[src/rtl/uart_rx.sv]
// UART receiver: start bit 0, 8 data bits MSB first, stop bit 1, with framing-error
// and overrun flags and a valid/ready byte output that never stalls the receiver.
module uart_rx #(
    parameter int CLKS_PER_BIT = 1,
    parameter int SYNC_STAGES  = 2
) (
    input  logic       CLK,
    input  logic       RESETN,
    input  logic       rx,
    output logic [7:0] data,
    output logic       valid,
    input  logic       ready,
    output logic       frame_err,
    output logic       overrun,
    output logic       busy
);

    localparam int HALF  = (CLKS_PER_BIT - 1) / 2;
    localparam int CNT_W = (CLKS_PER_BIT > 1) ? $clog2(CLKS_PER_BIT) : 1;
    localparam logic [CNT_W-1:0] BIT_LOAD   = CNT_W'(CLKS_PER_BIT - 1);
    localparam logic [CNT_W-1:0] START_LOAD = (HALF == 0) ? BIT_LOAD : CNT_W'(HALF - 1);

    typedef enum logic [2:0] {
        S_IDLE,
        S_START,
        S_DATA,
        S_STOP,
        S_WAIT_HIGH
    } state_t;

    state_t           r_state;
    state_t           w_next;
    logic             w_rx_s;
    logic [CNT_W-1:0] r_cnt;
    logic [2:0]       r_idx;
    logic [7:0]       r_shreg;
    logic [7:0]       r_data;
    logic             r_valid;
    logic             r_frame_err;
    logic             r_overrun;
    logic             w_sample;
    logic             w_done;
    logic             w_stop_bad;

    // Synchronizer flops reset to 1 so a reset never looks like a start bit
    generate
        if (SYNC_STAGES == 0) begin : g_nosync
            assign w_rx_s = rx;
        end else begin : g_sync
            logic [SYNC_STAGES-1:0] r_sync;
            always_ff @(posedge CLK or negedge RESETN) begin
                if (!RESETN) begin
                    r_sync <= '1;
                end else begin
                    r_sync[0] <= rx;
                    for (int i = 1; i < SYNC_STAGES; i++) begin
                        r_sync[i] <= r_sync[i-1];
                    end
                end
            end
            assign w_rx_s = r_sync[SYNC_STAGES-1];
        end
    endgenerate

    always_ff @(posedge CLK or negedge RESETN) begin
        if (!RESETN) begin
            r_state <= S_IDLE;
        end else begin
            r_state <= w_next;
        end
    end

    always_comb begin
        w_next = r_state;
        case (r_state)
            S_IDLE: begin
                if (!w_rx_s) begin
                    w_next = (HALF == 0) ? S_DATA : S_START;
                end
            end
            S_START: begin
                if (w_sample) begin
                    w_next = w_rx_s ? S_IDLE : S_DATA;
                end
            end
            S_DATA: begin
                if (w_sample && (r_idx == 3'd0)) begin
                    w_next = S_STOP;
                end
            end
            S_STOP: begin
                if (w_sample) begin
                    w_next = w_rx_s ? S_IDLE : S_WAIT_HIGH;
                end
            end
            S_WAIT_HIGH: begin
                if (w_rx_s) begin
                    w_next = S_IDLE;
                end
            end
            default: w_next = S_IDLE;
        endcase
    end

    always_comb begin
        w_sample   = (r_cnt == '0);
        w_done     = (r_state == S_STOP) && w_sample && w_rx_s;
        w_stop_bad = (r_state == S_STOP) && w_sample && !w_rx_s;
        busy       = (r_state != S_IDLE);
    end

    // Bit timing: cnt counts down to the next sample point, idx walks MSB to LSB
    always_ff @(posedge CLK or negedge RESETN) begin
        if (!RESETN) begin
            r_cnt   <= '0;
            r_idx   <= 3'd0;
            r_shreg <= 8'h00;
        end else begin
            case (r_state)
                S_IDLE: begin
                    if (!w_rx_s) begin
                        r_cnt <= START_LOAD;
                        r_idx <= 3'd7;
                    end
                end
                S_START: begin
                    if (!w_sample) begin
                        r_cnt <= r_cnt - 1'b1;
                    end else if (!w_rx_s) begin
                        r_cnt <= BIT_LOAD;
                        r_idx <= 3'd7;
                    end
                end
                S_DATA: begin
                    if (!w_sample) begin
                        r_cnt <= r_cnt - 1'b1;
                    end else begin
                        r_shreg[r_idx] <= w_rx_s;
                        r_cnt          <= BIT_LOAD;
                        r_idx          <= r_idx - 1'b1;
                    end
                end
                S_STOP: begin
                    if (!w_sample) begin
                        r_cnt <= r_cnt - 1'b1;
                    end
                end
                default: ;
            endcase
        end
    end

    // A pending unaccepted byte wins; a new byte arriving on top of it is dropped
    always_ff @(posedge CLK or negedge RESETN) begin
        if (!RESETN) begin
            r_data      <= 8'h00;
            r_valid     <= 1'b0;
            r_frame_err <= 1'b0;
            r_overrun   <= 1'b0;
        end else begin
            r_frame_err <= w_stop_bad;
            r_overrun   <= w_done && r_valid && !ready;
            if (w_done && (!r_valid || ready)) begin
                r_data  <= r_shreg;
                r_valid <= 1'b1;
            end else if (r_valid && ready) begin
                r_valid <= 1'b0;
            end
        end
    end

    assign data      = r_data;
    assign valid     = r_valid;
    assign frame_err = r_frame_err;
    assign overrun   = r_overrun;

endmodule
[config.mk]
export PLATFORM = sky130hd
export DESIGN_NAME = uart_rx
export DESIGN_NICKNAME = d
export VERILOG_FILES = /design/src/rtl/uart_rx.sv
export SDC_FILE = /design/constraint.sdc
export NUM_CORES = 1
export LEC_CHECK = 0
export ABC_AREA = 0
export CELL_PAD_IN_SITES_DETAIL_PLACEMENT = 1
export CELL_PAD_IN_SITES_GLOBAL_PLACEMENT = 1
export CORE_MARGIN = 10
export CORE_UTILIZATION = 25
export CTS_CLUSTER_SIZE = 40
export DETAILED_ROUTE_END_ITERATION = 10
export GPL_TIMING_DRIVEN = 0
export HOLD_SLACK_MARGIN = 0.08
export PLACE_DENSITY_LB_ADDON = 0.1
export SYNTH_ARGS = -nofsm -noshare
export SYNTH_HDL_FRONTEND = slang
export SYNTH_SLANG_ARGS = --single-unit
[constraint.sdc]
create_clock -name CLK -period 1.99 [get_ports CLK]
set_input_delay 0.398 -clock CLK [delete_from_list [all_inputs] [get_ports CLK]]
set_output_delay 0.398 -clock CLK [all_outputs]
set_load 0.03 [all_outputs]
== Yosys cells after proc, flatten, opt, wreduce, memory -nomap -nowiden ==
Index checks and enable logic that the tools add are counted.
Storage, ports and cells
  bits in registers: 28
  input port bits: 4
  output and inout port bits: 12
  logic and storage cells: 68
Cells by class
  add/subtract/negate cells: 2
  $lt $le $gt $ge: 2
  eq/ne operators: 10
  mux-type cells: 20
  bitwise logic cells: 1
  reduce and logical (&&, ||, !) cells: 24
Operators by type and width (count)
  $mux 3: 9
  $pmux 3 s5: 1
  $ne 2x2->1 const B: 6
  $logic_and 1x1->1: 9
  $pmux 3 s3: 1
  $bwmux 8: 1
  $eq 3x2->1 const B: 2
  $logic_not 3->1: 2
  $reduce_bool 3->1: 2
  $mux 1: 5
  $reduce_and 5->1: 1
  $lt 3x4->1 const B: 1
  $reduce_and 2->1: 2
  $reduce_bool 2->1: 2
  $demux 1 s3: 1
  $eq 3x1->1 const B: 1
  $eq 3x3->1 const B: 1
  $ge 3x1->1 const B: 1
  $logic_not 1->1: 3
  $reduce_and 3->1: 1
  $reduce_or 3->1: 1
  $sub 3x1->3 const B: 1
  $mux 2: 1
  $pmux 1 s2: 1
  3 further kinds: 3

== Longest topological paths before layout ==
  word-level depth: 5
  gate-level depth with buffers: 6

== Worst setup path before layout ==
Ideal clock, no wire load.
  path kind: register to register
  from: reg r_idx[0]
  to: reg r_idx[2]
  library setup time: 121 ps
  arrival: 1291 ps
  required time: 1869 ps
  path slack: 578 ps
  stages on the path, launching flop included: 7
  period minus slack after synthesis: 1412 ps
  cell sequence: dfrtp_1 -> inv_1 -> ha_1 -> ha_1 -> nor3b_1 -> a21oi_1 -> o22a_1
Between the ends
  cells in the longest elaborated chain, start to end: 3
Ends and longest elaborated chain
  from (decl): RTL line 35  | logic [2:0] r_idx;
  from (signal assigned): RTL line 140  | r_idx <= r_idx - 1'b1;
  $sub 3x1->3: RTL line 140
  $mux 3: RTL line 135  | if (!w_sample) begin
  $pmux 3 s3: RTL line 119  | case (r_state)
No other way between the ends. The select of a mux whose other input is x is not followed.
A chain may end at the register's enable or synchronous reset.

== Worst setup path after layout ==
  from: reg r_state[0]
  to: out busy
Between the ends
  cells in the longest elaborated chain, start to end: 1
Ends and longest elaborated chain
  from (decl): RTL line 31  | state_t r_state;
  from (signal assigned): RTL line 69  | r_state <= w_next;
  $reduce_bool 3->1: RTL line 109  | busy = (r_state != S_IDLE);
  to (decl): RTL line 15  | output logic busy
No other way between the ends.

==> impl_metrics.yaml <==
finish:
  fin_area_um2: 1440
  nNetsFinal: 113
  synthToLayoutAreaGrowth_pct: 21.7
  fin_cells: 158
  drive_gt1_frac: 0.264
  n_antenna_cell: 0
synthesis:
  netlist_area_um2: 1180
  synth_top_area_frac: 0.530
  seq_area_frac_synth: 0.574
  ys.flop_type: "dfrtp_1"
  synthArstFlopShare: 1.00
  synth_seq_cells: 27
  synth_nets: 93
  syn-mean-instance-area_um2: 13.6
  yosys.cell_count.top_type: "dfrtp_1"
  synth_edf_count: 0
  syn_inst: 87
  synth_area_leaders: "dfrtp_1, mux2_4, mux2_2, dfstp_2, nand2_1"
  synth_cell_type_count: 26
  synth_top_cell_by_area: "dfrtp_1"
  yosysWarnings: 0
  synth_common_cells: "dfrtp_1, mux2_4, nand2_1"
routing:
  wl_per_cell_um: 14.2
  drtAntennaViolNets: 0
  drc: 0
  drt_wl_total_mm: 2.24
  first_iter_violations: 23
  drtPass1Iterations: 3
  vias: 701
  viasPerCell: 4.44
worst_hold_path:
  hold_class: "primary input to async pin"
floorplanning:
  rows: 24
  die-area_um2: 7870
  die_y_um: 88.7
  initial_utilization: 0.264
  die_w_um: 88.7
  boundaryPins: 16
  coreArea_um2: 4470
global_routing:
  grt_pass1_vias: 723
  overflow: 0
  grt_pass1_wl_mm: 3.88
  grt_usage: 0.0647
  grt_start_max_net_pins: 28
  antenna_found_initial: 0
setup_path:
  crit_path_max_fanout: 10
  cp-startpoint: "r_state[0]$_DFFE_PN0P_"
  cp.required_ns: 1.59
  r2r_slack_ns: 0.45
  cp-start-kind: "flop"
  critical_path_class: "flop to output port"
  endpoint_kind: "output port"
  rr_startpoint: "r_state[2]$_DFFE_PN0P_"
  worstPathArrival_ns: 1.38
clocking:
  cts.htree.levels: 1
  cts_buffers: 3
  clk_latency_ns: 0.27
  cts_sinks: 27
  cts_root_buf: "clkbuf_8"
  clk_path_buf_depth: 2
  clk_pin_slew_ns: 0.09
  ctsHoldBuffers: 0
  cts_tree: "done"
timing:
  max_slew.worst_pin.slew_ns: 0.612
  period_share: 0.893
  fin_tns_setup_ns: 0
  fin_crit_ns: 1.78
  clock_skew_ns: 0.00352
  slew_violations: 0
  max_freq_mhz: 563
  hold_ws_ns: 0.128
  rsz0062_at_grt: "false"
  setup_viol: 0
  slew_headroom: 0.592
  hold_viol_final: 0
place:
  post_dp_cell_area_um2: 1400
  dp_cells: 154
  place_hpwl_mm: 1.66
  gp_congestion: 0.734
  io_buffers: 15
pwr:
  cellPowerDensity_nw_per_um2: 1580
  p_leak_nw: 0.637
  max-vdd-ir-drop_mv: 0.400
run_status:
  outcome: "completed"
flow_run:
  drv_cap: 0
## worst max-delay path, cell delays in order (launching register included)
cell	delay [ns]
dfrtp_1	0.38
buf_6	0.14
nor2_2	0.17
nand2_1	0.07
dlygate4sd2_1	0.36
## metal layers
layer,global-route usage,wire (um)
met1,0.0843,1100
met2,0.0951,1020
met3,0.0193,108
met4,0.0308,20
met5,0,0
## stage by stage
step | total power, W | utilization | worst slack (ns)
finish | 0.00227 | 0.321 | 0.213
global placement | 0.00197 | 0.312 | 0.0408
detailed placement | 0.00200 | 0.312 | 0.0338
floorplan | 0.00166 | - | 0.578
CTS | 0.00232 | 0.322 | 0.127
global route | 0.00246 | 0.321 | 0.0861
## what timing repair did
action / in CTS / in global routing
setup endpoints to repair: 1 / 1
endpoints found under the hold margin: 0 / 0
resized for setup: 1 / 1
buffers inserted: 0 / 0
## state kept, by name, summed over array words and instances, names as in the netlist
| name | cells |
|---|---|
| data | 8 |
| frame_err | 1 |
| g_sync.r_sync | 2 |
| overrun | 1 |
| r_idx | 3 |
| r_shreg | 8 |
| r_state | 3 |
| valid | 1 |
## worst paths after layout
| kind | depth (start not counted) | to |
|---|---|---|
| setup reg to reg | 4 | data[5]$_DFFE_PN0P_ |
| max in group asynchronous | 1 | data[3]$_DFFE_PN0P_ |
| hold / removal | 1 | overrun$_DFF_PN0_ |
| setup / recovery | 4 | busy |
| hold reg to reg | 0 | g_sync.r_sync[1]$_DFF_PN1_ |
| min in group CLK | 0 | g_sync.r_sync[1]$_DFF_PN1_ |
## cells by family (layout without fill, tap and decap cells)
group	count (synthesis)	in the layout	share of synthesized area
AND/OR/NAND/NOR	27	27	0.138
buffers and inverters	7	26	0.0349
AO/OA/AOI/OAI	7	7	0.0424
multiplexers	17	17	0.190
flip-flops	27	27	0.574
adder cells (fa/ha/maj)	2	2	0.0212
## area by class of cell
class / count / area [um^2]
Clock buffer: 4 / 45.0
Sequential cell: 27 / 678
Multi-Input combinational cell: 53 / 464
Fill cell: 492 / 3040
Buffer: 3 / 26.3
Inverter: 4 / 15.0
Tap cell: 52 / 65.1
Timing Repair Buffer: 15 / 144
## layout by cell type, fill, tap and decap left out, drive strengths merged
cell type	count
nand3b	1
a2bb2oi	1
o22a	2
nor3b	1
nand4b	1
and4bb	1
mux2i	1
clkdlybuf4s50	13
and3	1
clkbuf	5
inv	4
ha	2
buf	3
dfrtp	25
a21oi	3
mux2	16
dlygate4sd2	1
or2	1
nor2	4
a22o	1
and2	1
dfstp	2
nand2b	1
nor4b	1
nand3	2
nand2	9
nor2b	3
## power by group
group | leakage (nW) | switching, W | internal (W)
Clock | 0.0228 | 0.000169 | 0.000143
Combinational | 0.288 | 0.000473 | 0.000562
Sequential | 0.326 | 0.000157 | 0.000767
Note: power is estimated with default switching activity, not from simulation.
